===== src/rtl/stream_dbg_pkg.sv =====
// Shared definitions for the stream debug blocks (checker and matching generator).
// Holds the checker state encoding, the throttle phase width and the ready compare.
package stream_dbg_pkg;

    localparam int unsigned PHASE_W = 4;
    localparam int unsigned DUTY_W  = PHASE_W + 1;

    typedef enum logic [0:0] {
        ST_HUNT  = 1'b0,
        ST_TRACK = 1'b1
    } chk_state_t;

    // A phase slot is a ready slot when it falls below the programmed duty.
    function automatic logic phase_is_ready(input logic [PHASE_W-1:0] phase,
                                            input logic [DUTY_W-1:0]  duty);
        return {1'b0, phase} < duty;
    endfunction

endpackage


===== src/rtl/stream_throttle.sv =====
// Ready throttle: free-running phase counter and a registered duty compare.
// Gives ready_duty ready cycles in every 16-cycle window.
module stream_throttle
    import stream_dbg_pkg::*;
(
    input  logic              clk,
    input  logic              rst_n,
    input  logic [DUTY_W-1:0] ready_duty,
    output logic              ready
);

    logic [PHASE_W-1:0] phase;

    always_ff @(posedge clk or negedge rst_n) begin
        if (!rst_n) begin
            phase <= '0;
            ready <= 1'b0;
        end else begin
            phase <= phase + PHASE_W'(1);
            ready <= phase_is_ready(phase, ready_duty);
        end
    end

endmodule


===== config.mk =====
export PLATFORM = sky130hd
export DESIGN_NAME = stream_throttle
export DESIGN_NICKNAME = d
export VERILOG_FILES = /design/src/rtl/stream_dbg_pkg.sv /design/src/rtl/stream_throttle.sv
export SDC_FILE = /design/constraint.sdc
export NUM_CORES = 1
export LEC_CHECK = 0
export CORE_AREA = 2 2 39 41
export DETAILED_ROUTE_END_ITERATION = 7
export DIE_AREA = 0 0 41 43
export DONT_BUFFER_PORTS = 1
export GPL_TIMING_DRIVEN = 0
export PLACE_DENSITY = 0.39
export SLEW_MARGIN = 15
export SYNTH_ARGS = -nofsm -noshare
export SYNTH_HDL_FRONTEND = slang
export SYNTH_SLANG_ARGS = --single-unit

===== constraint.sdc =====
create_clock -name clk -period 1.8 [get_ports clk]
set_input_delay 0.54 -clock clk [delete_from_list [all_inputs] [get_ports clk]]
set_output_delay 0.54 -clock clk [all_outputs]
set_load 0.01 [all_outputs]

==> Word-level counts from Yosys, hierarchy flattened <==
Index checks and enable logic that the tools add are counted.
W data, S select, Z words.
{ "classes": {"add_sub_neg": 1, "n_lt_le_gt_ge": 1} }
{ "ops": {"columns": ["op", "n"], "rows": [
  ["$lt A4 B5 Y1", 1],
  ["$add A4 B1 Y4 const B", 1]
]} }
{ "word_totals": {"word_cells": 4, "ff_bits": 5, "output_inout_bits": 1, "inputBits": 7} }

==> Logic depth before layout (Yosys ltp) <==
Gate-level depths: netlist (run 1).
{ "depth": {"depth_word": 1, "ltp_mapped": 5, "depth_no_buf": 5} }

==> Worst setup path after synthesis (run 1) <==
Ideal clock, no wire load.
{ "synth_timing": {"path_kind": "input-to-reg", "startpoint": "in ready_duty[1]", "endpoint": "reg ready", "required_ps": 1708, "path_slack_ps": 551, "path_buffers": 0, "path_stages": 5, "setup_ps": 92, "t_arrival_ps": 1158, "path_cell_list": "inv_1 -> ha_1 -> o21ai_1 -> a21oi_1 -> o31ai_2"} }
{ "synth_between": {"elab_chain_cells": 1} }
{ "synth_lines": {"columns": ["element", "line_no", "rtl"], "rows": [
  ["start: declaration", "stream_throttle.sv:8", "input logic [DUTY_W-1:0] ready_duty,"],
  ["$lt A4 B5 Y1", "stream_dbg_pkg.sv:16", "return {1'b0, phase} < duty;"],
  ["end signal: assignment", "stream_throttle.sv:20", "ready <= phase_is_ready(phase, ready_duty);"],
  ["end: declaration", "stream_throttle.sv:9", "output logic ready"]
]} }
Every way passes these cells.

==> Final worst setup path (run 1) <==
{ "layout_timing": {"startpoint": "reg ready", "endpoint": "out ready"} }
No word-level cell between the ends.

==> flow_summary.ini, run 1 <==
[run_status]
status = complete, no violations

[routing]
dr.pass1.iters = 1
viasPerCell = 3.65
wl_per_cell_microns = 8.47
antenna_left = 0
wl_microns = 364
vias = 157
dr.first_iter.drc_count = 0
remaining_drc_errors = 0

[synthesis]
synth_top_area_cell = dfrtp_1
ys_warn_count = 0
yosysSeqAreaShare_pct = 50.8
synthFlopType = dfrtp_1
syn_avg_cell_area_sq_um = 11.2
synthTopCellsByCount = 5 x dfrtp_1, 4 x ha_1, 4 x inv_1
async_reset_ff_share_pct = 100
yosysMostFrequentCell = dfrtp_1
syn_nets = 33
ys_seq_elements = 5
synth_cell_types = 10
syn_inst = 22
synthTopCellsByArea = dfrtp_1 51%, ha_1 20%, inv_1 6.1%, o31ai_2 5.1%, nor2_1 4.6%
synth_edf_count = 0
yosys.area.top_type_share_pct = 50.8
netlist_area_sq_um = 246

[timing]
worst_pin_slew_ps = 242
hold_viol = 0
max_freq_ghz = 0.853
fin_ws_ps = 627
setup_viol = 0
relSlewSlack_pct = 83.8
hold_slack_ps = 415
fin_skew_ps = 2.31
rsz0062_at_grt = no
period_needed_ps = 1170
final_max_slew_viol_count = 0
post-route-period-util_pct = 65.1
tns_ps = 0

[global_routing]
grt_pass1_wl_microns = 607
grt_remaining_overflow = 0
grt_max_degree = 6
antenna_found_initial = 0
gr-usage-all-layers_pct = 5.65
grt_pass1_vias = 170

[finish]
antennaDiodeCount = 0
area_growth_pct = 22.8
final_nets = 39
final_layout_size_suffix_gt1_share_pct = 14.8

[clock_network]
clockBufferDepth = 2
clock_latency_ps = 240
post_cts_buffers = 0
cts_tree = yes
cts.clk_slew.worst_paths_ps = 40
cts_inserted_buffers = 3
clkSinkCount = 5
ctsRootBufferMaster = clkbuf_4
h-tree-depth = 1

[die]
dieArea_sq_um = 1760
core_sq_um = 1380
ioPinCount = 8
die_w_microns = 41
start_util_pct = 17.8
fp.dieH_microns = 43
rows = 14

[run]
cap_violations = 0

[setup_path]
worstPathMaxFanout = 1
cp.arrival_ps = 630
start_kind = register
required_ps = 1260
worst_setup_path_end_kind = output pin
criticalPathCategory = reg2out

[pwr]
static-leakage-power_uw = 0.000163
power.density_nw_per_um2 = 827
vdd_drop_max_mv = 0.295

[placed_design]
pre_cts_slack_ps = 486
io_buffers = 0
routabilityCongestion = 0.593
dp_hpwl_microns = 303

[min_path]
hold_path_class = in2reg
-- final cells by class --
type | count | area (sq um)
clock buffers | 4 | 26.3
fillers | 149 | 1080
inverters | 4 | 15.0
multi-input cells | 13 | 106
flip-flops and latches | 5 | 125
well taps | 16 | 20.0
repair buffers | 1 | 10.0
-- path summary, 6_finish.rpt --
| check | slack (ps) | to | depth (start not counted) | start |
|---|---|---|---|---|
| max reg2reg | 680 | ready$_DFF_PN0_ | 4 | phase[1]$_DFF_PN0_ |
| min reg2reg | 480 | phase[0]$_DFF_PN0_ | 1 | phase[0]$_DFF_PN0_ |
| max in group asynchronous | 1000 | phase[0]$_DFF_PN0_ | 1 | rst_n |
| min in group asynchronous | 600 | phase[3]$_DFF_PN0_ | 1 | rst_n |
| max | 630 | ready | 0 | ready$_DFF_PN0_ |
| min | 420 | ready$_DFF_PN0_ | 2 | ready_duty[4] |
-- what timing repair did --
| item | 4_1_cts | 5_1_grt |
|---|---|---|
| resized for setup | 0 | 0 |
| hold buffers | 1 | 0 |
| hold endpoints to repair | 5 | 0 |
-- report_power, final --
group / internal, uW / leakage, uW / switching, uW
Clock: 83.6 / 0.0000150 / 42.8
Sequential: 113 / 0.0000608 / 0.320
Combinational: 4.61 / 0.0000871 / 5.72
Total: 201 / 0.000163 / 48.9
-- cell families after synthesis --
| family | after synthesis | synth area share (%) |
|---|---|---|
| AO/OA/AOI/OAI | 3 | 9.13 |
| XOR/XNOR | 2 | 7.11 |
| adder cells (fa/ha/maj) | 4 | 20.3 |
| buffers and inverters | 4 | 6.09 |
| flip-flops | 5 | 50.8 |
| AND/OR/NAND/NOR | 4 | 6.60 |
-- state kept, by name (all words and copies together) (netlist names) --
register / count
phase: 4
ready: 1
-- metal layers --
layer | global-route usage, % | share of wire (%) | vias up
met5 | 0 | 0 | -
met4 | 0 | 0 | 0
met2 | 6.88 | 41 | 5
met3 | 7.85 | 8.5 | 0
met1 | 6.19 | 50 | 70
li1 | - | - | 82
-- layout by cell type (no fill, tap or decap) --
| cell type | count |
|---|---|
| dfrtp_1 | 5 |
| inv_1 | 4 |
| ha_1 | 4 |
| nor2_1 | 3 |
| clkbuf_4 | 3 |
| nand3_1 | 1 |
| xnor2_1 | 1 |
| xor2_1 | 1 |
| o21ai_1 | 1 |
| a21oi_1 | 1 |
| o31ai_2 | 1 |
| clkbuf_1 | 1 |
| dlygate4sd3_1 | 1 |
-- through the flow --
| stage | utilization, % | total power [uW] | cell area (sq um) | cells |
|---|---|---|---|---|
| 6_report | 21.9 | 250 | 303 | 43 |
| 3_5_place_dp | 19.3 | 122 | 267 | 38 |
| 4_1_cts | 21.9 | 257 | 303 | 43 |
| 5_1_grt | 21.9 | 267 | 303 | 43 |
| 3_3_place_gp | 19.3 | 122 | 267 | 38 |
| 2_1_floorplan | - | 121 | 246 | 22 |
(Power assumes the default switching activity.)
==> run 2, diff against run 1 <==
==> constraint.sdc (replaced) <==
create_clock -name clk -period 1.2 [get_ports clk]
set_input_delay 0.36 -clock clk [delete_from_list [all_inputs] [get_ports clk]]
set_output_delay 0.36 -clock clk [all_outputs]
set_load 0.01 [all_outputs]
==> flow_summary.ini, run 2 (same netlist as run 1, synthesis figures left out) <==
[setup_path]
critPathSlowestCell = dfrtp_1
crit_chain = ha_1, o21ai_1, a21oi_1, o31ai_2
r2r-end = ready$_DFF_PN0_
critPathBufInv = 0
endpoint = ready$_DFF_PN0_
max_stage_delay_ps = 370
reg2reg_depth = 4
critPathTopFamily = flip-flops
required_ps = 1350
worstPathMaxFanout = 2
r2r_slack_ps = 100
cp.arrival_ps = 1250
start_kind = register
worstSetupStartpoint = phase[1]$_DFF_PN0_
reg2reg_from = phase[1]$_DFF_PN0_
criticalPathCategory = reg2reg
cp_num_cells = 4
worst_setup_path_end_kind = register

[finish]
final_nets = 40
layout_commonest_cell = dfrtp_1
largest_reg_flops = 4
post-route-util_pct = 22.4
antennaDiodeCount = 0
layout_common_cells = 5 x dfrtp_1, 4 x inv_1, 4 x ha_1, 3 x nor2_1, 3 x clkbuf_4
final_layout_size_suffix_gt1_share_pct = 17.9
reg.largest.list = phase (4), ready (1)
regMostFlops = phase
final_cell_area_sq_um = 310
area_growth_pct = 25.9

[timing]
rsz0062_at_grt = no
fin_skew_ps = 2.29
relSlewSlack_pct = 83.8
post-route-period-util_pct = 91.8
hold_viol = 0
period_needed_ps = 1100
max_freq_ghz = 0.908
setup_viol = 0
tns_ps = 0
worst_pin_slew_ps = 242
final_max_slew_viol_count = 0
fin_ws_ps = 98.4

[die]
fp.dieH_microns = 43
core_sq_um = 1380
rows = 14
die_w_microns = 41
dieArea_sq_um = 1760
start_util_pct = 17.8
ioPinCount = 8

[pwr]
intPower_uw = 302
power_switching_uw = 73.3
p_seq_share_pct = 45.4
switching_share_pct = 19.5
total_power_uw = 375
power.density_nw_per_um2 = 1210
vdd_drop_max_mv = 0.443
static-leakage-power_uw = 0.000168
combPwrFrac_pct = 4.1
pwr-share-clk_pct = 50.5

[clock_network]
clkSinkCount = 5
cts_tree = yes
cts.clk_slew.worst_paths_ps = 40
cts_inserted_buffers = 3
clockBufferDepth = 2
clock_latency_ps = 240
h-tree-depth = 1
ctsRootBufferMaster = clkbuf_4

[routing]
wl_microns = 367
met2WireLength_microns = 150
highest_layer = met3
viasPerCell = 3.57
wl_met3_microns = 31
remaining_drc_errors = 0
met1_length_microns = 185
antenna_left = 0
dr.first_iter.drc_count = 0
dr.pass1.iters = 1
vias = 157
wl_per_cell_microns = 8.34

[run_status]
status = complete, no violations

[run]
cap_violations = 0

[global_routing]
gr-usage-all-layers_pct = 5.65
antenna_found_initial = 0
grt_pass1_wl_microns = 607
grt_pass1_vias = 170
grt_max_degree = 6
grt_remaining_overflow = 0

[placed_design]
place_area_sq_um = 267
routabilityCongestion = 0.593
pre_cts_slack_ps = 64.3
io_buffers = 0
dp_hpwl_microns = 303

[min_path]
min_path_cells = 2
hold_path_class = in2reg
## run 2: cell count changes in the layout (fill, tap and decap cells not counted)
cell / change
buf_4: +1
## run 2: per-layer routing
metal | up-vias | GRT usage (%)
met4 | 0 | 0
met3 | 0 | 7.85
met2 | 5 | 6.88
met1 | 68 | 6.19
li1 | 84 | -
met5 | - | 0
## run 2: worst min path at each step
| stage | start | endpoint | slack (ps) |
|---|---|---|---|
| 2_1_floorplan | rst_n | phase[0]$_DFF_PN0_ | 60 |
| 6_report | ready_duty[4] | ready$_DFF_PN0_ | 240 |
| 3_5_place_dp | rst_n | ready$_DFF_PN0_ | 60 |
| 3_3_place_gp | rst_n | ready$_DFF_PN0_ | 60 |
| 5_1_grt | ready_duty[4] | ready$_DFF_PN0_ | 230 |
| 4_1_cts | ready_duty[4] | ready$_DFF_PN0_ | 230 |
## run 2: cell type report
type                    count  area (sq um)
flip-flops and latches      5           125
inverters                   4          15.0
multi-input cells          13           106
clock buffers               4          26.3
repair buffers              2          17.5
well taps                  16          20.0
fillers                   150          1070
## run 2: repair_timing
item                                    CTS  global route
endpoints found under the hold margin     5             0
hold buffers                              1             0
buffers inserted                          0             1
endpoints found under the setup margin    0             1
gates resized for setup                   0             0
## run 2: power groups by stage
stage	Clock [uW]	Sequential, uW	Combinational [uW]
after global placement	0	173	9.67
after floorplan	0	173	8.65
final	190	170	15.5
after CTS	199	170	16.0
after detailed placement	0	173	10.1
after global routing	212	170	18.1
## run 2: per-stage QoR
step                instances  hold slack [ps]
global route               44              225
floorplan                  22             64.4
detailed placement         38             64.6
global placement           38             64.6
CTS                        43              229
finish                     44              235
## run 2: worst reg2reg max path: cells and delay by family, from the launching register on
kind	cells	cell delay, ps
DFF	1	370
AOI/OAI and AO/OA	3	370
adders and majority gates	1	270
==> run 3, diff against run 2 <==
--- a/config.mk
+++ b/config.mk
@@ -9,8 +9,9 @@
 export DETAILED_ROUTE_END_ITERATION = 7
 export DIE_AREA = 0 0 41 43
 export DONT_BUFFER_PORTS = 1
-export GPL_TIMING_DRIVEN = 0
+export GPL_TIMING_DRIVEN = 1
 export PLACE_DENSITY = 0.39
+export SETUP_SLACK_MARGIN = 0.1
 export SLEW_MARGIN = 15
 export SYNTH_ARGS = -nofsm -noshare
 export SYNTH_HDL_FRONTEND = slang
==> flow_summary.ini, run 3 (same netlist as run 1, synthesis figures left out) <==
[pwr]
power.density_nw_per_um2 = 1200
vdd_drop_max_mv = 0.443
static-leakage-power_uw = 0.000168
intPower_uw = 303
combPwrFrac_pct = 4.3
power_switching_uw = 73.6
p_seq_share_pct = 45.3
switching_share_pct = 19.6
pwr-share-clk_pct = 50.4

[die]
fp.dieH_microns = 43
rows = 14
ioPinCount = 8
dieArea_sq_um = 1760
die_w_microns = 41
core_sq_um = 1380
start_util_pct = 17.8

[finish]
area_growth_pct = 27.4
reg.largest.list = phase (4), ready (1)
layout_commonest_cell = dfrtp_1
antennaDiodeCount = 0
final_layout_size_suffix_gt1_share_pct = 21.4
layout_common_cells = 5 x dfrtp_1, 4 x inv_1, 4 x ha_1, 3 x nor2_1, 3 x clkbuf_4
post-route-util_pct = 22.7
final_cell_area_sq_um = 314
n_fill_cell = 149
final_nets = 40
multi_input_area_sq_um = 110
seq_area_sq_um = 125
largest_reg_flops = 4
regMostFlops = phase

[routing]
viasPerCell = 3.64
dr.first_iter.drc_count = 0
wl_microns = 370
dr.pass1.iters = 1
remaining_drc_errors = 0
wl_per_cell_microns = 8.41
antenna_left = 0
vias = 160

[clock_network]
ctsRootBufferMaster = clkbuf_4
h-tree-depth = 1
clock_latency_ps = 240
clkSinkCount = 5
cts_tree = yes
clockBufferDepth = 2
cts.clk_slew.worst_paths_ps = 40
cts_inserted_buffers = 3

[timing]
relSlewSlack_pct = 83.8
hold_viol = 0
post-route-period-util_pct = 92.9
setup_viol = 0
tns_ps = 0
period_needed_ps = 1120
max_freq_ghz = 0.897
worst_pin_slew_ps = 242
final_max_slew_viol_count = 0
rsz0062_at_grt = yes
fin_skew_ps = 2.29

[global_routing]
antenna_found_initial = 0
grt_remaining_overflow = 0
grt_max_degree = 6
gr-usage-all-layers_pct = 5.65
grt_pass1_wl_microns = 607
grt_pass1_vias = 171

[setup_path]
critPathSlowestCell = dfrtp_1
max_stage_delay_ps = 380
start_kind = register
required_ps = 1350
worstPathMaxFanout = 2
worst_setup_path_end_kind = register
criticalPathCategory = reg2reg
cp.arrival_ps = 1260
crit_chain = ha_1, o21ai_1, a21oi_2, o31ai_2

[placed_design]
place_area_sq_um = 267
dp_hpwl_microns = 303
routabilityCongestion = 0.593
io_buffers = 0

[run_status]
status = complete, no violations

[run]
cap_violations = 0

[min_path]
hold_path_class = in2reg
## run 3: cell counts in the layout (fill, tap and decap cells not counted)
Identical to the previous run, type by type.
## run 3: worst paths after layout
kind	cells past startpoint	end	start	slack, ps
setup / recovery	4	ready$_DFF_PN0_	phase[1]$_DFF_PN0_	80
hold / removal	2	ready$_DFF_PN0_	ready_duty[4]	240
setup reg to reg	4	ready$_DFF_PN0_	phase[1]$_DFF_PN0_	80
hold reg to reg	1	phase[3]$_DFF_PN0_	phase[3]$_DFF_PN0_	480
max in group asynchronous	1	phase[0]$_DFF_PN0_	rst_n	580
min in group asynchronous	1	phase[3]$_DFF_PN0_	rst_n	420
## run 3: layout make-up
class / count / share of cell area [%]
clock buffer: 4 / 8.37
inverter: 4 / 4.78
multi-input combinational: 13 / 35.1
sequential: 5 / 39.8
tap: 16 / 6.37
timing repair buffer: 2 / 5.58
## run 3: power groups by stage
stage / clock network [uW] / registers [uW] / logic, uW
floorplan: 0 / 173 / 8.65
global placement: 0 / 173 / 9.67
detailed placement: 0 / 173 / 10.1
CTS: 199 / 170 / 16.0
global route: 212 / 170 / 18.5
finish: 190 / 170 / 16.2
## run 3: worst max-delay path, delay by kind of cell, from the launching register on
family	cells	cell delay [ps]
flip-flops	1	380
AO/OA/AOI/OAI	3	380
adder cells (fa/ha/maj)	1	270
## run 3: metal layers
layer	up-vias	routed length (microns)	global-route usage (%)
met4	0	0	0
met2	5	161	6.88
li1	84	-	-
met3	0	31	7.85
met1	71	177	6.19
met5	-	0	0
## run 3: stage by stage
step / hold WS (ps) / power (uW) / setup WS (ps) / cells
final: 235 / 376 / 84.8 / 44
after CTS: 229 / 385 / 94.2 / 44
after global routing: 225 / 401 / 30.5 / 44
after detailed placement: 64.6 / 183 / 64.3 / 38
after floorplan: 64.4 / 181 / 131 / 22
after global placement: 64.6 / 182 / 76.9 / 38
## run 3: what timing repair did
item / CTS / global route
hold endpoints to repair: 5 / 0
setup buffers: 1 / 0
gates resized for setup: 0 / 1
setup endpoints to repair: 1 / 1
pin swaps: 1 / 1
hold buffers: 1 / 0
